File: config.mk
export PLATFORM = sky130hd
export DESIGN_NAME = toy_lsu_dtcm_ctrl
export DESIGN_NICKNAME = d
export VERILOG_FILES = /design/src/rtl/toy_lsu_dtcm_ctrl.sv
export SDC_FILE = /design/constraint.sdc
export NUM_CORES = 1
export LEC_CHECK = 0
export CAP_MARGIN = 20
export CORE_ASPECT_RATIO = 2
export CORE_MARGIN = 2
export CORE_UTILIZATION = 40
export DETAILED_ROUTE_END_ITERATION = 6
export HOLD_SLACK_MARGIN = 0.15
export PLACE_DENSITY = 0.7
export SYNTH_ARGS = -nofsm -noshare
export SYNTH_HDL_FRONTEND = slang
export SYNTH_SLANG_ARGS = --single-unit
File: constraint.sdc
create_clock -name clk -period 1.98 [get_ports clk]
set_input_delay 0.198 -clock clk [delete_from_list [all_inputs] [get_ports clk]]
set_output_delay 0.198 -clock clk [all_outputs]
set_load 0.1 [all_outputs]
File: src/rtl/toy_lsu_dtcm_ctrl.sv
// DTCM access controller: turns LSU requests into 1-cycle SRAM accesses and returns one
// in-order response per accepted request. rst_n is a synchronous, active-HIGH reset.
module toy_lsu_dtcm_ctrl #(
    parameter int          ADDR_W     = 32,
    parameter int          TAG_W      = 6,
    parameter int          SRAM_AW    = 12,
    parameter logic [31:0] DTCM_BASE  = 32'h0010_0000,
    parameter int          RESP_DEPTH = 4
) (
    input  logic               clk,
    input  logic               rst_n,
    input  logic               flush,
    input  logic               s_vld,
    output logic               s_rdy,
    input  logic [ADDR_W-1:0]  s_addr,
    input  logic               s_store,
    input  logic [1:0]         s_size,
    input  logic               s_unsigned,
    input  logic [31:0]        s_wdata,
    input  logic [TAG_W-1:0]   s_tag,
    output logic               sram_en,
    output logic               sram_we,
    output logic [SRAM_AW-1:0] sram_addr,
    output logic [3:0]         sram_wbe,
    output logic [31:0]        sram_wdata,
    input  logic [31:0]        sram_rdata,
    output logic               m_vld,
    input  logic               m_rdy,
    output logic [TAG_W-1:0]   m_tag,
    output logic [31:0]        m_data,
    output logic               m_err
);

    typedef enum logic [1:0] {
        SZ_BYTE = 2'b00,
        SZ_HALF = 2'b01,
        SZ_WORD = 2'b10,
        SZ_ILL  = 2'b11
    } size_e;

    localparam int CNT_W = $clog2(RESP_DEPTH + 1);
    localparam int PTR_W = $clog2(RESP_DEPTH);

    function automatic logic [PTR_W-1:0] ptr_next(input logic [PTR_W-1:0] p);
        return (p == PTR_W'(RESP_DEPTH - 1)) ? '0 : p + PTR_W'(1);
    endfunction

    // ---------------- S0: request decode and SRAM drive ----------------
    size_e             s0_size;
    logic [1:0]        s0_off;
    logic              s0_err;
    logic              acc;
    logic [ADDR_W-1:0] rel_addr;
    logic              rel_addr_unused;

    logic [CNT_W-1:0]  cnt;
    logic              s1_vld;
    logic [CNT_W:0]    credit_used;

    assign s0_size = size_e'(s_size);
    assign s0_off  = s_addr[1:0];
    assign s0_err  = (s0_size == SZ_ILL)
                   | ((s0_size == SZ_HALF) & s0_off[0])
                   | ((s0_size == SZ_WORD) & (s0_off != 2'b00));

    // The queued entries plus the one in S1 each own a FIFO slot; a same-cycle pop is not credited.
    assign credit_used = {1'b0, cnt} + {{CNT_W{1'b0}}, s1_vld};
    assign s_rdy       = !rst_n && !flush && (credit_used < (CNT_W + 1)'(RESP_DEPTH));
    assign acc         = s_vld && s_rdy;

    assign rel_addr        = s_addr - ADDR_W'(DTCM_BASE);
    assign sram_addr       = rel_addr[SRAM_AW+1:2];
    assign rel_addr_unused = ^{rel_addr[ADDR_W-1:SRAM_AW+2], rel_addr[1:0]};

    assign sram_en = acc && !s0_err;
    assign sram_we = s_store;

    // NOTE: every signal assigned in always_comb gets a default first, so no latch is inferred.
    always_comb begin
        sram_wbe   = 4'b0000;
        sram_wdata = s_wdata;
        case (s0_size)
            SZ_BYTE: begin
                sram_wbe   = 4'b0001 << s0_off;
                sram_wdata = {4{s_wdata[7:0]}};
            end
            SZ_HALF: begin
                sram_wbe   = 4'b0011 << s0_off;
                sram_wdata = {2{s_wdata[15:0]}};
            end
            SZ_WORD: sram_wbe = 4'b1111;
            default: sram_wbe = 4'b0000;
        endcase
    end

    // ---------------- S1: capture request, align read data ----------------
    logic [TAG_W-1:0] s1_tag;
    size_e            s1_size;
    logic             s1_unsigned;
    logic [1:0]       s1_off;
    logic             s1_store;
    logic             s1_err;
    logic [7:0]       s1_byte;
    logic [15:0]      s1_half;
    logic [31:0]      s1_data;

    // NOTE: sequential state uses non-blocking assignments so every flop samples pre-edge values.
    always_ff @(posedge clk) begin
        if (rst_n || flush) begin
            s1_vld <= 1'b0;
        end else begin
            s1_vld <= acc;
        end
    end

    // NOTE: payload and FIFO storage carry no reset; they are only observed behind a valid bit.
    always_ff @(posedge clk) begin
        if (acc) begin
            s1_tag      <= s_tag;
            s1_size     <= s0_size;
            s1_unsigned <= s_unsigned;
            s1_off      <= s0_off;
            s1_store    <= s_store;
            s1_err      <= s0_err;
        end
    end

    always_comb begin
        s1_byte = sram_rdata[{s1_off, 3'b000} +: 8];
        s1_half = sram_rdata[{s1_off[1], 4'b0000} +: 16];
        s1_data = 32'h0;
        if (!s1_store && !s1_err) begin
            case (s1_size)
                SZ_BYTE: s1_data = {{24{s1_byte[7] & ~s1_unsigned}}, s1_byte};
                SZ_HALF: s1_data = {{16{s1_half[15] & ~s1_unsigned}}, s1_half};
                SZ_WORD: s1_data = sram_rdata;
                default: s1_data = 32'h0;
            endcase
        end
    end

    // ---------------- Response FIFO ----------------
    logic [TAG_W-1:0] fifo_tag  [RESP_DEPTH];
    logic [31:0]      fifo_data [RESP_DEPTH];
    logic             fifo_err  [RESP_DEPTH];
    logic [PTR_W-1:0] wr_ptr;
    logic [PTR_W-1:0] rd_ptr;
    logic             push;
    logic             pop;

    assign push = s1_vld && !flush;
    assign pop  = m_vld && m_rdy;

    always_ff @(posedge clk) begin
        if (rst_n || flush) begin
            wr_ptr <= '0;
            rd_ptr <= '0;
            cnt    <= '0;
        end else begin
            if (push) wr_ptr <= ptr_next(wr_ptr);
            if (pop)  rd_ptr <= ptr_next(rd_ptr);
            case ({push, pop})
                2'b10:   cnt <= cnt + CNT_W'(1);
                2'b01:   cnt <= cnt - CNT_W'(1);
                default: cnt <= cnt;
            endcase
        end
    end

    always_ff @(posedge clk) begin
        if (push) begin
            fifo_tag[wr_ptr]  <= s1_tag;
            fifo_data[wr_ptr] <= s1_data;
            fifo_err[wr_ptr]  <= s1_err;
        end
    end

    assign m_vld  = (cnt != '0);
    assign m_tag  = m_vld ? fifo_tag[rd_ptr]  : '0;
    assign m_data = m_vld ? fifo_data[rd_ptr] : 32'h0;
    assign m_err  = m_vld ? fifo_err[rd_ptr]  : 1'b0;

endmodule

==> reports/qor.csv <==
stage,metric,value,unit
run_status,outcome,"complete, but fails checks",
run_status,failing checks,negative setup slack,
clock_tree,Clock Latency Late Sink,430,ps
synth,Mapped Nets,639,
timing,fin crit share,108,%
global_route,Total Routing Usage GR,18.2,%
clock_tree,CTS buffer count,17,
worst_setup_path,Worst Path Max Fanout,10,
power,VDD IR max,0.000510,V
routing,initial DRC count,315,
final_layout,layout cells sized above 1,43.8,%
timing,clock skew,10.8,ps
worst_setup_path,R2R cell count,9,
synth,simple-gate share of the synthesized area,7.48,%
synth,Mean Syn Cell Area,15.7,um2
timing,Pins Over Slew Limit,0,
global_route,GR peak layer,met2,
clock_tree,CTS tree,done,
clock_tree,Root Buffer Master,clkbuf_16,
synth,Synthesis Warnings,0,
worst_setup_path,crit path launch type,flip-flop,
worst_setup_path,crit path DAT,1940,ps
global_route,met1 usage,21.3,%
final_layout,antenna cells,0,
global_route,first-pass GRT wire length,29.7,mm
hold_path,HP Start,s_tag[2],
synth,largest family of logic cells by synthesized area,multiplexers,
synth,Netlist Area Pre-Place,0.00816,mm2
timing,RSZ-0062 raised after global routing,true,
timing,Final setup violation count,39,
floorplanning,io pins,202,
floorplanning,Initial Util,40.4,%
timing,Final Hold Vio Count,0,
power,PwrDens,734,mW/mm2
global_route,grt ovf,0,
clock_tree,CTS H-tree lvls,4,
synth,post-synthesis xor/xnor area fraction,0.215,%
hold_path,hold path depth,1,
place,PortBufs,159,
floorplanning,die area,0.0216,mm2
floorplanning,Die Width,105,um
synth,Yosys reg bits,179,
floorplanning,Std-Cell Rows,74,
global_route,largest net degree at the start of global routing,42,
routing,DRT Pass-1 Iters,4,
timing,Slew HR,73.4,%
routing,DR DRC count,0,
final_layout,area grow syn2layout,46.4,%
routing,Final ANT Viol Nets,0,
worst_setup_path,Setup crit end kind,output pin,
global_route,grt met3 use,5.23,%
synth,sequential-to-total area share from yosys stat,64.6,%
timing,Slew @ Worst Pin,399,ps
synth,Post-Synth Adder-Cell Area,1.16,%
worst_setup_path,CP required,1780,ps
worst_setup_path,Setup CP Type,reg -> out,
final_layout,Final nets,812,
floorplanning,Die Span Y,206,um
routing,DRT Wirelength,18.9,mm
timing,worst hold slack,337,ps
routing,Routed WL per cell,19.5,um
job,max cap viols,0,
timing,post-route setup slack,-154,ps
routing,DR vias,5092,
synth,post-synthesis compound-gate area fraction,5.96,%
synth,"Distinct cells, synth",41,
synth,Syn Inst Count,521,
place,Final Wtd Congestion,0.817,
hold_path,worst min path class,in -> reg,
global_route,vias in the first global route,5441,
timing,Tmin final,2130,ps
place,Post-DP HPWL,13.5,mm
global_route,initial antenna violation count,1,
synth,post-synthesis mux area share,16.1,%
worst_setup_path,Critical R2R Launch,cnt[2]$_SDFFE_PP0P_,
clock_tree,Clock transition at path regs,70,ps
floorplanning,Core Box Area,0.0202,mm2
power,Overall Power,8780,uW
global_route,met2 usage in global routing,31.8,%
power,LEAKAGE,0.00415,uW
timing,Max Freq,469,MHz
clock_tree,Longest Clk Path Bufs,2,
clock_tree,clock sink count,179,
routing,vias per inst,5.23,
[worst max-delay path: stages, from the launching register on]
cell	delay (ps)
dfxtp_4	450
buf_12	190
mux4_2	530
and2_4	190
buf_12	160
[metal layers]
metal,up-vias,part of all wire [%]
met1,2479,37
li1,2324,-
met2,255,52
met4,2,2.3
met5,-,0.074
met3,32,7.9
[power breakdown]
part	total, uW	internal (uW)	switching (uW)
clock	3300	1790	1510
sequential	4140	4120	11.2
combinational	1340	549	787
total	8780	6460	2310
[flip-flops by register name (all words and copies together), names as in the netlist, named ones only]
signal	flops
s1_vld	1
s1_err	1
s1_store	1
s1_unsigned	1
fifo_tag	24
fifo_err	4
s1_size	2
s1_tag	6
cnt	3
s1_off	2
rd_ptr	2
wr_ptr	2
fifo_data	128
[worst paths after layout]
| kind | to | slack (ps) |
|---|---|---|
| max | m_data[22] | -150 |
| min | s1_tag[2]$_DFFE_PP_ | 340 |
| max reg2reg | cnt[2]$_SDFFE_PP0P_ | 60 |
| min reg2reg | flip-flop | 480 |
[cell families (layout without fill, tap and decap cells)]
group	Yosys count	after routing
XOR/XNOR	2	2
adder cells (fa/ha/maj)	7	7
flip-flops	179	179
multiplexers	79	79
AO/OA/AOI/OAI	70	70
AND/OR/NAND/NOR	118	118
buffers and inverters	66	252
[layout make-up]
class	instances	area (um2)
fillers	1591	8230
flip-flops and latches	179	5290
repair buffers	208	2950
multi-input cells	276	2750
clock buffers	19	464
well taps	266	333
clock inverters	13	131
inverters	12	45.0
[Yosys cell counts]
cell type	count	share of area, %
edfxtp_1	169	62
and2_1	45	3.4
mux4_2	39	11
nand2_1	32	1.5
a21oi_1	27	1.7
mux2_2	24	3.3
buf_4	23	2.1
nor2_1	20	0.92
clkbuf_1	18	0.83
mux2i_1	15	1.8
o21ai_0	13	0.80
inv_1	12	0.55
dfxtp_1	10	2.5
a21oi_2	9	0.97
buf_2	8	0.49
a22oi_1	7	0.64
ha_1	6	0.92
nor3_1	6	0.37
a221oi_1	5	0.54
buf_6	3	0.41
nor2b_1	3	0.23
or3_1	3	0.23
and2b_1	2	0.18
buf_1	2	0.092
nand2b_1	2	0.15
o221ai_1	2	0.21
xor2_1	2	0.21
a21oi_4	1	0.20
a311oi_2	1	0.18
a32oi_1	1	0.11
fa_1	1	0.25
mux2i_2	1	0.17
nand3_1	1	0.061
nor3b_1	1	0.092
o211ai_1	1	0.092
o21bai_4	1	0.23
o22ai_4	1	0.25
o31ai_1	1	0.092
or2_2	1	0.077
or3_4	1	0.14
or3b_1	1	0.11
[cells in the final DEF (no fill, tap or decap), types with 4 or more instances in the layout]
master and count:
a21oi_1 24, a21oi_2 12, a221oi_1 5, a22oi_1 7
and2_2 4, and2_4 40, buf_12 93, buf_4 33
clkbuf_16 18, clkdlybuf4s50_1 80, dfxtp_1 6, edfxtp_1 169
ha_1 5, inv_1 10, inv_6 4, inv_8 5
mux2_2 24, mux2i_1 14, mux4_2 39, nand2_1 31
nor2_1 20, nor3_1 6, o21ai_0 4, o21ai_2 9
[through the flow]
step	setup WS, ps	utilization [%]	instances	cell area, um2	setup TNS, ps
3_5_place_dp	-130	55.3	935	11200	-345
6_report	-154	59.2	973	12000	-4340
3_3_place_gp	-44.4	55.3	935	11200	-44.4
4_1_cts	-192	58.9	968	11900	-5840
2_1_floorplan	-503	-	521	8290	-3470
5_1_grt	-222	59.2	973	12000	-6840
[repair_timing]
action / CTS / global route
hold buffers: 0 / 0
cloned: 1 / 0
endpoints found under the setup margin: 41 / 65
pin swaps: 0 / 8
setup buffers: 0 / 5
resized for setup: 38 / 11
Power figures use the tool's default switching activity.
